==> config.mk <==
export PLATFORM = sky130hd
export DESIGN_NAME = cpu_run_ctrl
export DESIGN_NICKNAME = d
export VERILOG_FILES = /design/src/rtl/cpu_run_ctrl.sv
export SDC_FILE = /design/constraint.sdc
export NUM_CORES = 1
export LEC_CHECK = 0
export ABC_AREA = 1
export CAP_MARGIN = 0
export CORE_MARGIN = 3
export CORE_UTILIZATION = 30
export CTS_BUF_LIST = sky130_fd_sc_hd__clkbuf_8
export DETAILED_ROUTE_END_ITERATION = 7
export PLACE_DENSITY = 0.5
export SLEW_MARGIN = 20
export SYNTH_ARGS = -nofsm -noshare
export SYNTH_HDL_FRONTEND = slang
export SYNTH_SLANG_ARGS = --single-unit
==> constraint.sdc <==
create_clock -name clk -period 3.65 [get_ports clk]
set_input_delay 1.095 -clock clk [delete_from_list [all_inputs] [get_ports clk]]
set_output_delay 1.095 -clock clk [all_outputs]
set_load 0.05 [all_outputs]
==> src/rtl/cpu_run_ctrl.sv <==
// Run-control scheduler for the core: turns board buttons and the core halt request into
// single-cycle clock-enable pulses at a selectable rate on the main clock.
module cpu_run_ctrl #(
    parameter int unsigned DIV_W = 32,
    parameter int unsigned DIV0  = 10,
    parameter int unsigned DIV1  = 1000,
    parameter int unsigned DIV2  = 100000,
    parameter int unsigned DIV3  = 1
) (
    input  logic        clk,
    input  logic        rst,
    input  logic        run_btn,
    input  logic        step_btn,
    input  logic        halt_btn,
    input  logic        cpu_halt_req,
    input  logic [1:0]  speed_sel,
    output logic        cpu_ce,
    output logic [1:0]  state,
    output logic        running,
    output logic [31:0] ce_count
);

    typedef enum logic [1:0] {
        ST_HALT = 2'b00,
        ST_RUN  = 2'b01,
        ST_STEP = 2'b10,
        ST_DONE = 2'b11
    } state_t;

    // Divisors are truncated to DIV_W bits; a zero divisor behaves as one.
    localparam logic [DIV_W-1:0] D0_T = DIV_W'(DIV0);
    localparam logic [DIV_W-1:0] D1_T = DIV_W'(DIV1);
    localparam logic [DIV_W-1:0] D2_T = DIV_W'(DIV2);
    localparam logic [DIV_W-1:0] D3_T = DIV_W'(DIV3);
    localparam logic [DIV_W-1:0] D0   = (D0_T == '0) ? DIV_W'(1) : D0_T;
    localparam logic [DIV_W-1:0] D1   = (D1_T == '0) ? DIV_W'(1) : D1_T;
    localparam logic [DIV_W-1:0] D2   = (D2_T == '0) ? DIV_W'(1) : D2_T;
    localparam logic [DIV_W-1:0] D3   = (D3_T == '0) ? DIV_W'(1) : D3_T;

    state_t           state_q, state_n;
    logic             ce_q, ce_n;
    logic [DIV_W-1:0] cnt_q, cnt_n;
    logic [DIV_W-1:0] div_q, div_n;
    logic [DIV_W-1:0] div_sel;
    logic [31:0]      ce_count_q;

    // Bit order for the button chains: {halt, step, run}.
    logic [2:0] btn_s1, btn_s2, btn_s3;
    logic [2:0] btn_edge;
    logic       run_e, step_e, halt_e;

    assign btn_edge = btn_s2 & ~btn_s3;
    assign run_e    = btn_edge[0];
    assign step_e   = btn_edge[1];
    assign halt_e   = btn_edge[2];

    always_comb begin
        div_sel = D0;
        case (speed_sel)
            2'd0: div_sel = D0;
            2'd1: div_sel = D1;
            2'd2: div_sel = D2;
            2'd3: div_sel = D3;
            default: div_sel = D0;
        endcase
    end

    always_ff @(posedge clk or posedge rst) begin
        if (rst) begin
            btn_s1     <= '0;
            btn_s2     <= '0;
            btn_s3     <= '0;
            state_q    <= ST_HALT;
            ce_q       <= 1'b0;
            cnt_q      <= '0;
            div_q      <= D0;
            ce_count_q <= '0;
        end else begin
            btn_s1     <= {halt_btn, step_btn, run_btn};
            btn_s2     <= btn_s1;
            btn_s3     <= btn_s2;
            state_q    <= state_n;
            ce_q       <= ce_n;
            cnt_q      <= cnt_n;
            div_q      <= div_n;
            if (ce_q) begin
                ce_count_q <= ce_count_q + 32'd1;
            end
        end
    end

    // Priority on coincident events: halt request, halt edge, step edge, run edge.
    always_comb begin
        state_n = state_q;
        ce_n    = 1'b0;
        cnt_n   = cnt_q;
        div_n   = div_q;
        case (state_q)
            ST_HALT: begin
                if (cpu_halt_req) begin
                    state_n = ST_DONE;
                end else if (halt_e) begin
                    state_n = ST_HALT;
                end else if (step_e) begin
                    state_n = ST_STEP;
                    ce_n    = 1'b1;
                end else if (run_e) begin
                    state_n = ST_RUN;
                    cnt_n   = '0;
                    div_n   = div_sel;
                end
            end
            ST_RUN: begin
                if (cpu_halt_req) begin
                    state_n = ST_DONE;
                    cnt_n   = '0;
                end else if (halt_e) begin
                    state_n = ST_HALT;
                    cnt_n   = '0;
                end else if (cnt_q == div_q - DIV_W'(1)) begin
                    cnt_n = '0;
                    ce_n  = 1'b1;
                    div_n = div_sel;
                end else begin
                    cnt_n = cnt_q + DIV_W'(1);
                end
            end
            ST_STEP: begin
                state_n = cpu_halt_req ? ST_DONE : ST_HALT;
            end
            ST_DONE: begin
                state_n = ST_DONE;
            end
            default: begin
                state_n = ST_HALT;
            end
        endcase
    end

    assign cpu_ce   = ce_q;
    assign state    = state_q;
    assign running  = (state_q == ST_RUN);
    assign ce_count = ce_count_q;

endmodule
; ---- After elaboration in Yosys (flattened, before gate mapping)
; Index checks and enable logic that the tools add are counted.
; Widths: inputs -> output; s select.
[totals]
regBits = 108
inputBits = 8
output_inout_bits = 36
word_cells = 67
[classes]
n_addsub = 3
n_eq_ne = 16
muxes = 32
bitwise_logic = 2
reduce_logical = 6
[ops]
columns = op, n
row1 = $mux 32, 14
row2 = $pmux 32 s2, 2
row3 = $pmux 32 s4, 1
row4 = $add 32x1->32 const B, 2
row5 = $eq 32x32->1, 1
row6 = $sub 32x1->32 const B, 1
row7 = $mux 2, 7
row8 = $ne 2x2->1 const B, 6
row9 = $eq 2x2->1 const B, 4
row10 = $pmux 2 s4, 1
row11 = $reduce_and 8->1, 1
row12 = $mux 1, 6
row13 = $ne 5x5->1 const B, 1
row14 = $reduce_and 5->1, 1
row15 = $eq 2x1->1 const B, 2
row16 = $logic_not 2->1, 2
row17 = $and 3x3->3, 1
row18 = $ne 3x2->1 const B, 1
row19 = $not 3->3, 1
row20 = $ne 2x1->1 const B, 1
row21 = $pmux 1 s2, 1
row22 = $reduce_and 2->1, 1
row23 = $reduce_bool 2->1, 1

; ---- Logic depth before layout (Yosys ltp)
; Gate-level depths: netlist of run 1.
[logic_depth]
ltp_word = 7
ltp_mapped = 22
depth_no_buf = 22

; ---- Least setup slack after synthesis of run 1
; No wires, ideal clock.
[synth_timing]
path_type = register to register
start = register div_q[0]
end = register cnt_q[23]
setup_ps = 122
t_arrival_ps = 2415
required_ps = 3528
setup_slack_ps = 1113
stages_incl_launch_ff = 21
n_path_buf = 1
period_less_slack_ps = 2537
path_cell_list = dfrtp_1 > inv_1 > ha_1 > inv_1 > nor2_2 > nand3_2 > inv_2 > ha_1 > inv_1 > nand2_1 > nand2_1 > nand3_1 > nor2_1 > nand2_1 > nor2_1 > nand2_1 > nor2_2 > nand2_2 > a21oi_4 > buf_6 > nor2_2
[synth_via]
elab_chain_len = 6
[synth_rtl]
columns = element, line_no
row1 = from (decl), 43  ; logic [DIV_W-1:0] div_q, div_n;
row2 = from (signal assigned), 85  ; div_q <= div_n;
row3 = $sub 32x1->32, 120  ; end else if (cnt_q == div_q - DIV_W'(1)) begin
row4 = $eq 32x32->1, 120
row5 = $mux 32, 120
row6 = $mux 32, 117  ; end else if (halt_e) begin
row7 = $mux 32, 114  ; if (cpu_halt_req) begin
row8 = $pmux 32 s2, 98  ; case (state_q)
row9 = to (signal assigned), 84  ; cnt_q <= cnt_n;
row10 = to (decl), 42  ; logic [DIV_W-1:0] cnt_q, cnt_n;
; No other way between the ends.
; A chain may end at the register's enable or synchronous reset.

; ---- Worst setup path in the final report of run 1
[layout_timing]
start = register div_q[0]
end = register cnt_q[16]
; The elaborated chain is that of the path after synthesis.

==> impl_metrics.yaml, run 1 <==
run_status:
  status: "complete, no violations"
pwr:
  p_seq_share_pct: 32.7
  power_switching_share_pct: 41.8
  combinationalPowerShare_pct: 41.9
  power_leakage_nw: 2.75
  total_power_mw: 3.24
  switchingPower_mw: 1.35
  p_int_mw: 1.88
  clockPowerShare_pct: 25.4
  powerDensity_nw_per_um2: 538
  ir_worst_vdd_mv: 0.541
finish:
  layout.cells.non_filler: 956
  fin_util_pct: 37.1
  syn2layout_area_growth_pct: 18.2
  multi_input_comb_area_um2: 2620
  final_nets: 756
  final_common_cell: "nand2_1"
  drive_above_1_share_pct: 7.16
  fillers: 1715
  antenna-diode-count: 0
  seqCellArea_um2: 2050
  mostFrequentLayoutCells: "nand2_1 (178), inv_1 (93), nor2_1 (86), dfrtp_1 (80), nand3_1 (48)"
route:
  drt-pass1-iter-count: 5
  met3WireLength_um: 535
  avgViaCountPerCell: 4.72
  wl_met2_mm: 6.07
  met1_length_mm: 6.66
  drc_errors: 0
  post_drt_wl_per_cell_um: 14.2
  top_layer: "met4"
  ant_nets: 0
  via_count: 4508
  first_iter_violations: 320
  drt_wl_total_mm: 13.6
min_path:
  min_path_type: "flop to flop"
logic_synthesis:
  synth.distinct_cells: 39
  async_flop_share_pct: 100
  seq_area_frac_synth_pct: 40.4
  syn-num-nets: 707
  synthFlopType: "dfrtp_1"
  synth_compound_area_share_pct: 4.25
  syn_area_um2: 5090
  synthXorXnorAreaFrac_pct: 9.81
  synth-simple-area-share_pct: 34.3
  synthMuxAreaShare_pct: 0
  synth-seq-cells: 82
  synth_fa_ha_area_share_pct: 3.20
  ys_warn_count: 0
  synthCells: 686
  syn_avg_cell_area_um2: 7.42
  synth_top_family_by_area: "simple AND/OR/NAND/NOR gates"
  synth_edf_count: 0
worst_setup_path:
  crit_path_cell_trace: "inv_1 -> ha_1 -> inv_1 -> nor2_2 -> nand3_2 -> inv_2 -> ha_1 -> inv_1 -> nand2_1 -> nand2_1 -> nand3_1 -> nor2_1 -> nand2_1 -> nor2_1 -> nand2_1 -> nor2_2 -> nand2_2 -> a21oi_4 -> buf_4 -> nor2_1"
  cp.arrival_ns: 3.46
  worstSetupPathType: "flop to flop"
  cp_num_buf_inv: 5
  crit_top_cell: "nand2_1"
  critPathMaxFanout: 24
  critical-path-top-delay-family: "simple AND/OR/NAND/NOR gates"
  critPathRequiredTime_ns: 3.91
  critPathCaptureType: "flop"
  critPathLaunchType: "flop"
  crit_path_max_incr_delay_ns: 0.40
  critPathSlowestCell: "dfrtp_1"
die:
  core_area_um2: 16200
  die-area_um2: 18600
  rows: 46
  initial_core_util_pct: 31.4
  ios: 44
  die_h_um: 136
  dieWidth_um: 136
timing:
  period_minus_slack_ns: 3.21
  skew_ns: 0.0176
  fmax_mhz: 312
  period_share_pct: 87.9
  tightest_slew_ns: 0.592
  setup_slack_ns: 0.441
  rsz0062_at_grt: "false"
  setup_tns_ns: 0
  slew_viol_final: 0
  slew_headroom_pct: 60.5
  hold_viol_final: 0
  setup_violations: 0
clock_tree:
  cts_tree: "done"
  postCtsSetupBuffers: 0
  cts_root_buffer: "clkbuf_8"
  cts_inserted_buffers: 9
  cts_max_level: 3
  cts_max_path_buffers: 2
  clock-sinks: 82
  cts_resized: 0
  path_clk_slew_ns: 0.09
  cts_hold_buf: 0
  clk_latency_ns: 0.38
place:
  gp_congestion: 0.908
  place.detailed.hpwl_mm: 10.4
  dp_cells: 940
  place_ws_ns: 0.453
  port_buffers: 43
global_routing:
  grt_usage_pct: 15.5
  antenna_found_initial: 0
  grt_pass1_vias: 4396
  grt_first_pass_wirelength_mm: 22.6
  grt_max_degree: 57
  grt_overflow: 0
flow_run:
  max_cap_viol_count: 0
==> area by class of cell <==
type / instances / area share (%)
multi-input combinational: 501 / 43.6
sequential: 82 / 34.2
timing repair buffer: 46 / 7.74
inverter: 95 / 5.95
tap: 216 / 4.49
clock buffer: 10 / 2.29
clock inverter: 6 / 1.77
==> routing by layer <==
metal	GRT usage [%]	vias up
met5	0	-
met4	6.05	0
met3	2.33	22
met2	23.7	128
met1	22.0	2096
li1	-	2262
==> final timing paths <==
kind | start | to | slack (ns) | cells after the start
setup / recovery | div_q[0]$_DFFE_PP0P_ | cnt_q[16]$_DFFE_PP0P_ | 0.44 | 20
hold / removal | btn_s1[1]$_DFF_PP0_ | btn_s2[1]$_DFF_PP0_ | 0.35 | 0
setup reg to reg | div_q[0]$_DFFE_PP0P_ | cnt_q[16]$_DFFE_PP0P_ | 0.44 | 20
hold reg to reg | btn_s1[1]$_DFF_PP0_ | btn_s2[1]$_DFF_PP0_ | 0.35 | 0
max in group asynchronous | rst | cnt_q[18]$_DFFE_PP0P_ | 1.95 | 3
min in group asynchronous | rst | ce_count[6]$_DFFE_PP0P_ | 1.05 | 2
==> cells in the mapped netlist (all sizes together) (5+ instances only) <==
cell | n | area (um2)
ha | 13 | 163
nand4 | 20 | 125
nand2 | 184 | 706
o21ai | 21 | 105
nor4 | 5 | 31.3
xor2 | 44 | 385
nor3 | 25 | 125
nand3 | 50 | 260
inv | 95 | 357
nor2 | 104 | 445
xnor2 | 13 | 114
dfrtp | 80 | 2000
==> power by group through the flow <==
stage	registers (mW)	clock network [mW]	logic, mW
after floorplan	1.14	0	0.968
after global placement	1.07	0	1.34
after detailed placement	1.08	0	1.35
after CTS	1.06	0.844	1.36
after global routing	1.07	0.887	1.53
final	1.06	0.822	1.36
==> registers in the layout, indices dropped and copies added (netlist names) <==
register,flops
btn_s1,3
btn_s2,3
btn_s3,3
ce_count,32
cnt_q,32
cpu_ce,1
div_q,6
state,2
==> stage by stage <==
| stage | hold WS, ns | instance area (um2) |
|---|---|---|
| finish | 0.352 | 6020 |
| global route | 0.359 | 6020 |
| CTS | 0.356 | 6020 |
| detailed placement | 0.336 | 5770 |
| global placement | 0.334 | 5770 |
| floorplan | 0.331 | 5090 |
==> cells by family (layout without fill, tap and decap cells) <==
group | after synthesis | after routing
buffers and inverters | 103 | 157
adders and majority gates | 13 | 13
DFF | 82 | 82
and+or+nand+nor | 396 | 396
AOI/OAI and AO/OA | 35 | 35
xor gates and xnor gates | 57 | 57
(Power assumes the default switching activity.)
==> run 2, diff against run 1 <==
--- a/config.mk
+++ b/config.mk
@@ -8,10 +8,10 @@
 export ABC_AREA = 1
 export CAP_MARGIN = 0
 export CORE_MARGIN = 3
-export CORE_UTILIZATION = 30
+export CORE_UTILIZATION = 60
 export CTS_BUF_LIST = sky130_fd_sc_hd__clkbuf_8
 export DETAILED_ROUTE_END_ITERATION = 7
-export PLACE_DENSITY = 0.5
+export PLACE_DENSITY = 0.85
 export SLEW_MARGIN = 20
 export SYNTH_ARGS = -nofsm -noshare
 export SYNTH_HDL_FRONTEND = slang
==> run 2 against run 1 <==
Against the previous run: fmax is 0.35% higher; routed wire length is 7.3% lower; sequential power hardly changed; clock power is 13% lower; power is 2.6% lower; register-to-register slack hardly changed; final cell count is 12% lower; flip-flop and latch count stayed put; sequential share of layout area is 1.0 points higher; die area is 48% lower; global-route usage is 12 points higher; first-iteration DRC count is 3.1% lower; critical path type unchanged; largest power group unchanged.
==> impl_metrics.yaml, run 2 (synthesis gave the netlist of run 1 again) <==
clock_tree:
  cts_max_path_buffers: 2
  cts_resized: 0
  cts_root_buffer: "clkbuf_8"
  cts_tree: "done"
  clk_latency_ns: 0.35
  cts_inserted_buffers: 9
  clock-sinks: 82
  cts_hold_buf: 0
  cts_max_level: 3
  path_clk_slew_ns: 0.09
  postCtsSetupBuffers: 0
worst_setup_path:
  worstSetupPathType: "flop to flop"
  timing.rr.end: "cnt_q[26]$_DFFE_PP0P_"
  critPathCaptureType: "flop"
  critical-path-top-delay-family: "simple AND/OR/NAND/NOR gates"
  cp.arrival_ns: 3.43
  rr_worst_depth: 20
  crit_path_cell_trace: "inv_1 -> ha_1 -> inv_1 -> nor2_2 -> nand3_2 -> inv_2 -> ha_1 -> inv_1 -> nand2_1 -> nand2_1 -> nand3_1 -> nor2_1 -> nand2_1 -> nor2_1 -> nand2_1 -> nor2_2 -> nand2_2 -> a21oi_4 -> buf_4 -> nor2_1"
  cp_num_buf_inv: 5
  r2r_setup_slack_ns: 0.45
  critPathMaxFanout: 24
  worstReg2RegStart: "div_q[0]$_DFFE_PP0P_"
  critPathRequiredTime_ns: 3.88
  critPathLaunchType: "flop"
  crit_top_cell: "nand2_1"
  crit_path_max_incr_delay_ns: 0.41
  critPathSlowestCell: "dfrtp_1"
timing:
  fmax_mhz: 313
  slew_viol_final: 0
  period_minus_slack_ns: 3.20
  tightest_slew_ns: 0.737
  holdWs_ns: 0.356
  setup_violations: 0
  slew_headroom_pct: 50.8
  period_share_pct: 87.6
  setup_tns_ns: 0
  hold_viol_final: 0
  rsz0062_at_grt: "false"
  skew_ns: 0.0139
die:
  die-area_um2: 9620
  die_h_um: 98.1
  initial_core_util_pct: 63.9
  core_area_um2: 7970
  ios: 44
  rows: 32
  dieWidth_um: 98.1
route:
  drt-pass1-iter-count: 5
  via_count: 4705
  drt_wl_total_mm: 12.6
  avgViaCountPerCell: 5.58
  post_drt_wl_per_cell_um: 15.0
  first_iter_violations: 310
  ant_nets: 0
  drc_errors: 0
global_routing:
  grt_usage_pct: 27.3
  grt_max_degree: 45
  grt_pass1_vias: 4599
  grt_first_pass_wirelength_mm: 21.5
  antenna_found_initial: 0
  grt_overflow: 0
flow_run:
  max_cap_viol_count: 0
finish:
  final_nets: 757
  design_area_um2: 5840
  syn2layout_area_growth_pct: 14.8
  drive_above_1_share_pct: 7.56
  antenna-diode-count: 0
  mostFrequentLayoutCells: "nand2_1 (178), inv_1 (91), nor2_1 (86), dfrtp_1 (80), nand3_1 (48)"
  final_common_cell: "nand2_1"
min_path:
  worstHoldStart: "btn_s1[1]$_DFF_PP0_"
  min_path_type: "flop to flop"
  holdPathStages: 0
  min_to: "btn_s2[1]$_DFF_PP0_"
place:
  port_buffers: 43
  gp_congestion: 1.01
  place.detailed.hpwl_mm: 9.69
  dpl_cell_area_um2: 5620
pwr:
  power_leakage_nw: 2.73
  total_power_mw: 3.15
  powerDensity_nw_per_um2: 540
  ir_worst_vdd_mv: 0.447
run_status:
  status: "complete, no violations"
-- run 2: cell types whose count changed in the layout (fill, tap and decap cells not counted), sizes merged --
cell and delta:
buf +1, inv +2, bufinv -2
-- run 2: how the worst max path moves through the flow --
| stage | slack, ns | depth (start not counted) | endpoint | start |
|---|---|---|---|---|
| after CTS | 0.50 | 20 | cnt_q[26]$_DFFE_PP0P_ | div_q[0]$_DFFE_PP0P_ |
| after floorplan | 0.45 | 1 | btn_s1[0]$_DFF_PP0_ | rst |
| final | 0.45 | 20 | cnt_q[26]$_DFFE_PP0P_ | div_q[0]$_DFFE_PP0P_ |
| after global placement | 0.61 | 10 | cnt_q[26]$_DFFE_PP0P_ | cpu_halt_req |
| after global routing | 0.11 | 21 | cnt_q[26]$_DFFE_PP0P_ | div_q[0]$_DFFE_PP0P_ |
| after detailed placement | 0.53 | 20 | cnt_q[26]$_DFFE_PP0P_ | div_q[0]$_DFFE_PP0P_ |
-- run 2: layout make-up --
| type | instances | area, um2 |
|---|---|---|
| clock buffer | 10 | 138 |
| clock inverter | 6 | 78.8 |
| fill | 591 | 2130 |
| inverter | 95 | 358 |
| multi-input combinational | 501 | 2620 |
| sequential | 82 | 2050 |
| tap | 102 | 128 |
| timing repair buffer | 47 | 460 |
-- run 2: metal layers --
metal / track usage, % / routed length (um) / up-vias
li1: - / - / 2269
met1: 37.0 / 5500 / 2207
met3: 5.29 / 874 / 30
met5: 0 / 0 / -
met2: 44.1 / 5940 / 199
met4: 9.05 / 300 / 0
-- run 2: worst reg2reg max path: cells and delay by family, from the launching register on --
kind | cells | cell delay, ns
AND/OR/NAND/NOR | 12 | 1.23
buffers and inverters | 5 | 0.80
flip-flops | 1 | 0.41
adder cells (fa/ha/maj) | 2 | 0.50
AO/OA/AOI/OAI | 1 | 0.12
-- run 2: through the flow --
stage | worst slack [ns] | cells | utilization, %
detailed placement | 0.529 | 827 | 70.6
CTS | 0.503 | 843 | 73.3
global placement | 0.607 | 827 | 70.6
floorplan | 0.450 | 686 | -
finish | 0.452 | 843 | 73.3
global route | 0.113 | 843 | 73.3
-- run 2: power breakdown --
part | leakage, nW | switching (mW) | internal [mW]
clock network | 0.111 | 0.368 | 0.351
logic | 1.51 | 0.942 | 0.438
registers | 1.11 | 0.0755 | 0.979
total | 2.73 | 1.38 | 1.77
